**src/rtl/vid_timing_gen_pkg.sv**
```systemverilog
// Shared video definitions for the timing generator and the stream-side
// lock checker.
//   vid_mode_t     : one axis of a mode line (active, end of front porch,
//                    end of sync, total), 16 bits per field.
//   vid_pattern_e  : test-pattern select.
//   vid_mode_valid : 0 < width <= front <= sync <= raw.
//   vid_bar_color  : colour of colour-bar k (bar 0 white, bar 7 black).
package vid_timing_gen_pkg;

  localparam int unsigned VID_POS_W = 16;
  localparam int unsigned VID_PIX_W = 24;

  typedef struct packed {
    logic [VID_POS_W-1:0] width;
    logic [VID_POS_W-1:0] front;
    logic [VID_POS_W-1:0] sync;
    logic [VID_POS_W-1:0] raw;
  } vid_mode_t;

  typedef enum logic [1:0] {
    PAT_SOLID    = 2'd0,
    PAT_GRADIENT = 2'd1,
    PAT_CHECKER  = 2'd2,
    PAT_BARS     = 2'd3
  } vid_pattern_e;

  function automatic logic vid_mode_valid(input vid_mode_t m);
    return (m.width != '0) &&
           (m.width <= m.front) &&
           (m.front <= m.sync) &&
           (m.sync  <= m.raw);
  endfunction

  function automatic logic [VID_PIX_W-1:0] vid_bar_color(input logic [2:0] k);
    return {{8{~k[2]}}, {8{~k[1]}}, {8{~k[0]}}};
  endfunction

endpackage

```
**src/rtl/vid_pattern_gen.sv**
```systemverilog
// Test-pattern source for the timing generator.
//   i_clk, i_reset : pixel clock, asynchronous active-high reset.
//   i_hpos, i_vpos : current raster counters (vpos low byte only).
//   i_width        : latched active width, sets the colour-bar length.
//   i_pattern      : pattern select (solid/gradient/checker/bars).
//   i_color        : solid colour, RGB 8:8:8.
//   o_pixel        : combinational pixel for the current counters; the
//                    caller registers it and blanks it outside active video.
module vid_pattern_gen
  import vid_timing_gen_pkg::*;
(
  input  logic        i_clk,
  input  logic        i_reset,
  input  logic [15:0] i_hpos,
  input  logic [7:0]  i_vpos,
  input  logic [15:0] i_width,
  input  logic [1:0]  i_pattern,
  input  logic [23:0] i_color,
  output logic [23:0] o_pixel
);

  logic [15:0] w_bar_len;
  logic [15:0] r_sub;
  logic [2:0]  r_k;
  logic [15:0] w_sub;
  logic [2:0]  w_k;
  logic [15:0] w_sub_nxt;
  logic [2:0]  w_k_nxt;
  logic [2:0]  w_bar_k;
  logic [7:0]  w_hb;
  logic [7:0]  w_vb;

  assign w_bar_len = i_width >> 3;
  assign w_hb      = i_hpos[7:0];
  assign w_vb      = i_vpos;

  // r_sub/r_k hold the bar state that belongs to the current hpos; at the
  // start of each line they are overridden so a stale value from the
  // previous line (or a previous mode) never leaks into bar 0.
  always_comb begin
    w_sub     = r_sub;
    w_k       = r_k;
    if (i_hpos == 16'd0) begin
      w_sub = 16'd0;
      w_k   = 3'd0;
    end
    w_sub_nxt = w_sub + 16'd1;
    w_k_nxt   = w_k;
    if (w_sub_nxt == w_bar_len) begin
      w_sub_nxt = 16'd0;
      if (w_k != 3'd7) begin
        w_k_nxt = w_k + 3'd1;
      end
    end
  end

  always_ff @(posedge i_clk or posedge i_reset) begin
    if (i_reset) begin
      r_sub <= 16'd0;
      r_k   <= 3'd0;
    end else begin
      r_sub <= w_sub_nxt;
      r_k   <= w_k_nxt;
    end
  end

  // Bars narrower than one pixel are impossible, so tiny widths fall back
  // to one bar per pixel.
  assign w_bar_k = (i_width < 16'd8) ? i_hpos[2:0] : w_k;

  always_comb begin
    o_pixel = 24'h000000;
    case (vid_pattern_e'(i_pattern))
      PAT_SOLID:    o_pixel = i_color;
      PAT_GRADIENT: o_pixel = {w_hb, w_vb, w_hb ^ w_vb};
      PAT_CHECKER:  o_pixel = (w_hb[4] ^ w_vb[4]) ? 24'hffffff : 24'h000000;
      PAT_BARS:     o_pixel = vid_bar_color(w_bar_k);
      default:      o_pixel = 24'h000000;
    endcase
  end

endmodule

```
**src/rtl/vid_timing_gen.sv**
```systemverilog
// Raster video timing generator with test-pattern pixel source.
//   i_clk, i_reset      : pixel clock, asynchronous active-high reset.
//   i_width..i_raw_width: horizontal mode line (active, end of front porch,
//                         end of sync, total), in pixels.
//   i_height..i_raw_height: vertical mode line, in lines.
//   i_pattern, i_color  : test-pattern select and solid colour.
//   o_pix_valid, o_hsync, o_vsync, o_pixel : timing and pixel outputs,
//                         registered one cycle behind the counters.
//   o_hpos, o_vpos      : raster position of the current output.
//   o_sof               : first active pixel of a frame.
//   o_mode_err          : latched mode is invalid; generator idles.
// The mode line is only sampled at the end of a frame (or continuously
// while the latched mode is invalid), so mid-frame edits never tear a frame.
module vid_timing_gen
  import vid_timing_gen_pkg::*;
#(
  parameter logic OPT_INVERT_HSYNC = 1'b0,
  parameter logic OPT_INVERT_VSYNC = 1'b0
) (
  input  logic        i_clk,
  input  logic        i_reset,
  input  logic [15:0] i_width,
  input  logic [15:0] i_hfront,
  input  logic [15:0] i_hsync,
  input  logic [15:0] i_raw_width,
  input  logic [15:0] i_height,
  input  logic [15:0] i_vfront,
  input  logic [15:0] i_vsync,
  input  logic [15:0] i_raw_height,
  input  logic [1:0]  i_pattern,
  input  logic [23:0] i_color,
  output logic        o_pix_valid,
  output logic        o_hsync,
  output logic        o_vsync,
  output logic [23:0] o_pixel,
  output logic [15:0] o_hpos,
  output logic [15:0] o_vpos,
  output logic        o_sof,
  output logic        o_mode_err
);

  vid_mode_t   w_hmode_in;
  vid_mode_t   w_vmode_in;
  vid_mode_t   r_hmode;
  vid_mode_t   r_vmode;
  logic [15:0] r_hcnt;
  logic [15:0] r_vcnt;
  logic        w_mode_ok;
  logic        w_h_last;
  logic        w_v_last;
  logic        w_load;
  logic        w_pix_valid;
  logic        w_hs_act;
  logic        w_vs_act;
  logic        w_sof;
  logic [23:0] w_pat_pixel;

  assign w_hmode_in = {i_width, i_hfront, i_hsync, i_raw_width};
  assign w_vmode_in = {i_height, i_vfront, i_vsync, i_raw_height};

  assign w_mode_ok  = vid_mode_valid(r_hmode) && vid_mode_valid(r_vmode);
  assign o_mode_err = ~w_mode_ok;

  assign w_h_last   = (r_hcnt == (r_hmode.raw - 16'd1));
  assign w_v_last   = (r_vcnt == (r_vmode.raw - 16'd1));

  // While invalid the registers track the inputs every cycle, so a fix to
  // the mode line takes effect on the very next clock.
  assign w_load     = (w_h_last && w_v_last) || !w_mode_ok;

  always_ff @(posedge i_clk or posedge i_reset) begin
    if (i_reset) begin
      r_hmode <= '0;
      r_vmode <= '0;
    end else if (w_load) begin
      r_hmode <= w_hmode_in;
      r_vmode <= w_vmode_in;
    end
  end

  // Counters are pinned at 0 whenever the latched mode is invalid, which
  // also gives the restart at (0,0) when an invalid mode becomes valid.
  always_ff @(posedge i_clk or posedge i_reset) begin
    if (i_reset) begin
      r_hcnt <= 16'd0;
      r_vcnt <= 16'd0;
    end else if (!w_mode_ok) begin
      r_hcnt <= 16'd0;
      r_vcnt <= 16'd0;
    end else if (w_h_last) begin
      r_hcnt <= 16'd0;
      r_vcnt <= w_v_last ? 16'd0 : (r_vcnt + 16'd1);
    end else begin
      r_hcnt <= r_hcnt + 16'd1;
    end
  end

  // Decode of the current counter position.
  always_comb begin
    w_pix_valid = w_mode_ok &&
                  (r_hcnt < r_hmode.width) && (r_vcnt < r_vmode.width);
    w_hs_act    = w_mode_ok &&
                  (r_hcnt >= r_hmode.front) && (r_hcnt < r_hmode.sync);
    w_vs_act    = w_mode_ok &&
                  (r_vcnt >= r_vmode.front) && (r_vcnt < r_vmode.sync);
    w_sof       = w_pix_valid && (r_hcnt == 16'd0) && (r_vcnt == 16'd0);
  end

  vid_pattern_gen u_pattern (
    .i_clk     (i_clk),
    .i_reset   (i_reset),
    .i_hpos    (r_hcnt),
    .i_vpos    (r_vcnt[7:0]),
    .i_width   (r_hmode.width),
    .i_pattern (i_pattern),
    .i_color   (i_color),
    .o_pixel   (w_pat_pixel)
  );

  // Output register stage: everything lags the counters by one cycle.
  always_ff @(posedge i_clk or posedge i_reset) begin
    if (i_reset) begin
      o_pix_valid <= 1'b0;
      o_hsync     <= OPT_INVERT_HSYNC;
      o_vsync     <= OPT_INVERT_VSYNC;
      o_pixel     <= 24'h000000;
      o_hpos      <= 16'd0;
      o_vpos      <= 16'd0;
      o_sof       <= 1'b0;
    end else begin
      o_pix_valid <= w_pix_valid;
      o_hsync     <= w_hs_act ^ OPT_INVERT_HSYNC;
      o_vsync     <= w_vs_act ^ OPT_INVERT_VSYNC;
      o_pixel     <= w_pix_valid ? w_pat_pixel : 24'h000000;
      o_hpos      <= r_hcnt;
      o_vpos      <= r_vcnt;
      o_sof       <= w_sof;
    end
  end

endmodule

```
**config.mk**
```make
export PLATFORM = sky130hd
export DESIGN_NAME = vid_timing_gen
export DESIGN_NICKNAME = d
export VERILOG_FILES = /design/src/rtl/vid_timing_gen_pkg.sv /design/src/rtl/vid_pattern_gen.sv /design/src/rtl/vid_timing_gen.sv
export SDC_FILE = /design/constraint.sdc
export NUM_CORES = 1
export LEC_CHECK = 0
export ABC_AREA = 1
export CELL_PAD_IN_SITES_DETAIL_PLACEMENT = 1
export CELL_PAD_IN_SITES_GLOBAL_PLACEMENT = 1
export CORE_MARGIN = 2
export CORE_UTILIZATION = 45
export DETAILED_ROUTE_END_ITERATION = 10
export GPL_TIMING_DRIVEN = 0
export HOLD_SLACK_MARGIN = 0.03
export PLACE_DENSITY = 0.85
export SLEW_MARGIN = 5
export SYNTH_ARGS = -nofsm -noshare
export SYNTH_HDL_FRONTEND = slang
export SYNTH_SLANG_ARGS = --single-unit
```
**constraint.sdc**
```tcl
create_clock -name i_clk -period 11.95 [get_ports i_clk]
set_input_delay 1.7925 -clock i_clk [delete_from_list [all_inputs] [get_ports i_clk]]
set_output_delay 1.7925 -clock i_clk [all_outputs]
set_load 0.005 [all_outputs]
```
==> flow_summary.ini <==
[outcome]
outcome = complete, no violations

[logic_synthesis]
synth_area_um2 = 16000
syn_area_per_cell_um2 = 7.95
ys_ff_latch = 239
synth_top_area_frac = 0.374
dominant_cells_by_area_after_synthesis = dfrtp_1 (37%), ha_1 (15%), nand2_1 (10%)
seq_area_frac_synth = 0.374
number_of_unique_standard_cell_types_used_by_synthesis = 50
number_of_enable_flip_flop_cells_after_synthesis = 0
yosys_most_used_dff = dfrtp_1
synth.yosys.warnings = 0
postSynthNetCount = 2365
share_of_synthesized_registers_carrying_an_async_set_or_reset = 1.00
cell_count_after_synthesis = 2013
synth_top_cell_by_area = dfrtp_1

[power_and_ir_drop]
finalPower_mw = 1.98
p_int_mw = 1.56
power_density_nw_per_um2 = 99.2
clock_power_share = 0.534
leakagePower_nw = 10.0
pwr-share-seq = 0.414
p_switching_mw = 0.420
power.combinational.fraction = 0.053
netSwitchingFraction = 0.212
max-vdd-ir-drop_mv = 0.107

[worst_hold_path]
hp-start = r_hcnt[0]$_DFF_PP0_
hold_path.class = flop to flop
number_of_cells_on_the_worst_hold_path = 0
min_delay_worst_endpoint = o_hpos[0]$_DFF_PP0_

[layout]
num-nets-final = 2615
final_area_um2 = 20000
post_route_cells_drive_above_1_share = 0.0590
insertedDiodeCount = 0
commonest_non_fill_non_tap_cell_in_the_layout = nand2_1
top_library_cells_by_usage_in_the_layout_fill_and_taps_aside = nand2_1 (438), inv_1 (251), dfrtp_1 (239)
synthToLayoutAreaGrowth_pct = 24.7

[worst_setup_path]
r2r-start = r_hcnt[1]$_DFF_PP0_
crit_chain = inv_1, nand2_1, nor3_1, nand2_1, nor3_2, nand4_1, nand3_1, nor2_1, nand2_1, clkdlybuf4s50_1
crit_path_frequent_cell = nand2_1
regToRegSetupSlack_ps = 7550
worst_path_max_delay_cell = clkdlybuf4s50_1
worstPathMaxFanout = 5
criticalPathCategory = flop to output port
worst_setup_path_end_kind = output port
crit_arrival_ps = 3530
timing.critical_path.slowest_cell_delay_ps = 580
timing.critical_path.max_delay_family = simple AND/OR/NAND/NOR gates
r2r_worst_path_depth = 25
cp_data_required_time_ps = 10160
startpoint_type = flop
worstPathBufferInverterCount = 2
reg2reg_to = u_pattern.r_sub[10]$_DFF_PP0_

[timing]
report.final.hold_viol_count = 0
final.hold.worst_slack_ps = 427
final-setup-viol-count = 0
slew-limit-headroom = 0.107
sum_of_negative_setup_slack_ps = 0
clock_skew_ps = 14.0
max_slew.worst_pin.slew_ps = 1340
setup_repair_after_global_routing_missed_its_margin = no
timing.final.crit_share = 0.445
min_period_ps = 5320
max_slew_violation_count = 0
maximum_operating_frequency_ghz = 0.188

[clock_tree]
htree_num_levels = 1
cts_tree = done
cts_buffers = 30
ctsResizeCount = 0
cts_hold_bufs = 0
cts_num_sinks = 239
post-cts-setup-buffer-count = 0
clock_tree.root_cell = clkbuf_16
cts.path.max_buffers = 3
clock_latency_on_the_worst_skew_pair_ps = 570
clock_pin_slew_on_the_worst_setup_and_hold_paths_ps = 60

[placement]
placement_stage_cell_area_um2 = 18800
port_buffers = 216
post_detail_place_hpwl_um = 43800
place.gp.congestion = 0.896

[routing]
postRouteWirelength_um = 57500
post-route-drc-count = 0
detailedRoute.firstIterationViolations = 800
vias_after_detailed_routing = 15500
vias_per_cell = 5.62
drtAntennaViolNets = 0
dr.pass1.iters = 5
wl_per_cell_um = 20.9

[global_routing]
grt_max_degree = 97
grt_pass1_vias = 16500
gr-total-overflow = 0
antenna_violations_before_repair = 1
grtUsageTotal = 0.312
grt_first_pass_wirelength_um = 89100

[floorplan]
die_area_um2 = 37100
initial_standard_cell_utilization_of_the_core = 0.453
die_w_um = 193
coreArea_um2 = 35300
die_height_um = 193
core_rows = 69
boundaryPins = 217

[job]
max_cap_violations = 0
[metrics by stage]
step	instances	setup WS (ps)	util
3_3_place_gp	2690	432	0.531
5_1_grt	2748	6510	0.565
2_1_floorplan	2013	3600	-
6_report	2748	6630	0.565
3_5_place_dp	2692	7270	0.533
4_1_cts	2748	6660	0.565
[cells in the mapped netlist, drive strengths merged, types with 11 or more instances]
| master | n |
|---|---|
| nand4 | 51 |
| nand2 | 440 |
| ha | 196 |
| clkbuf | 15 |
| o21ai | 174 |
| a221oi | 18 |
| a21oi | 105 |
| nand3 | 119 |
| inv | 262 |
| xor2 | 49 |
| buf | 37 |
| dfrtp | 239 |
| xnor2 | 12 |
| nor2 | 176 |
| nor3 | 50 |
| o211ai | 11 |
[cells by family after synthesis]
| family | Yosys count | synth area share |
|---|---|---|
| AO/OA/AOI/OAI | 328 | 0.115 |
| XOR/XNOR | 63 | 0.0362 |
| adder cells (fa/ha/maj) | 196 | 0.153 |
| buffers and inverters | 314 | 0.0846 |
| flip-flops | 239 | 0.374 |
| AND/OR/NAND/NOR | 873 | 0.238 |
[flip-flops by register name (all words and copies together), names as in the netlist, 3 cells and up]
name / flops
o_vpos: 16
o_hpos: 16
r_hcnt: 16
r_vmode: 64
o_pixel: 24
r_vcnt: 16
r_hmode: 64
u_pattern.r_k: 3
u_pattern.r_sub: 16
[power by group through the flow]
| stage | combinational (mW) | sequential [mW] | clock, mW |
|---|---|---|---|
| finish | 0.105 | 0.819 | 1.06 |
| global route | 0.114 | 0.819 | 1.10 |
| CTS | 0.106 | 0.819 | 1.07 |
| detailed placement | 0.105 | 0.834 | 0 |
| global placement | 0.101 | 0.834 | 0 |
| floorplan | 0.0242 | 0.834 | 0 |
[cell type report]
type / count / area, µm²
tap: 461 / 577
inverter: 262 / 991
clock buffer: 40 / 870
clock inverter: 16 / 280
buffer: 52 / 370
timing repair buffer: 218 / 2220
fill: 4320 / 15300
multi-input combinational: 1460 / 8670
sequential: 239 / 5980
[layer usage]
| layer | up-vias | wire length, µm | share of wire | track usage |
|---|---|---|---|---|
| li1 | 7206 | - | - | - |
| met1 | 7664 | 23300 | 0.41 | 0.370 |
| met2 | 414 | 28500 | 0.50 | 0.555 |
| met3 | 168 | 2620 | 0.046 | 0.0382 |
| met4 | 2 | 3070 | 0.053 | 0.154 |
| met5 | - | 11 | 0.00019 | 0 |
[worst max-delay path by stage]
stage / from / depth (start not counted) / slack, ps / endpoint
finish: r_hmode[62]$_DFFE_PP0P_ / 10 / 6630 / o_mode_err
global route: r_hmode[62]$_DFFE_PP0P_ / 10 / 6510 / o_mode_err
CTS: r_hmode[62]$_DFFE_PP0P_ / 10 / 6660 / o_mode_err
detailed placement: r_hmode[62]$_DFFE_PP0P_ / 10 / 7270 / o_mode_err
global placement: i_reset / 2 / 430 / r_hmode[19]$_DFFE_PP0P_
floorplan: i_reset / 1 / 3600 / o_hpos[0]$_DFF_PP0_
Note: power is estimated with default switching activity, not from simulation.
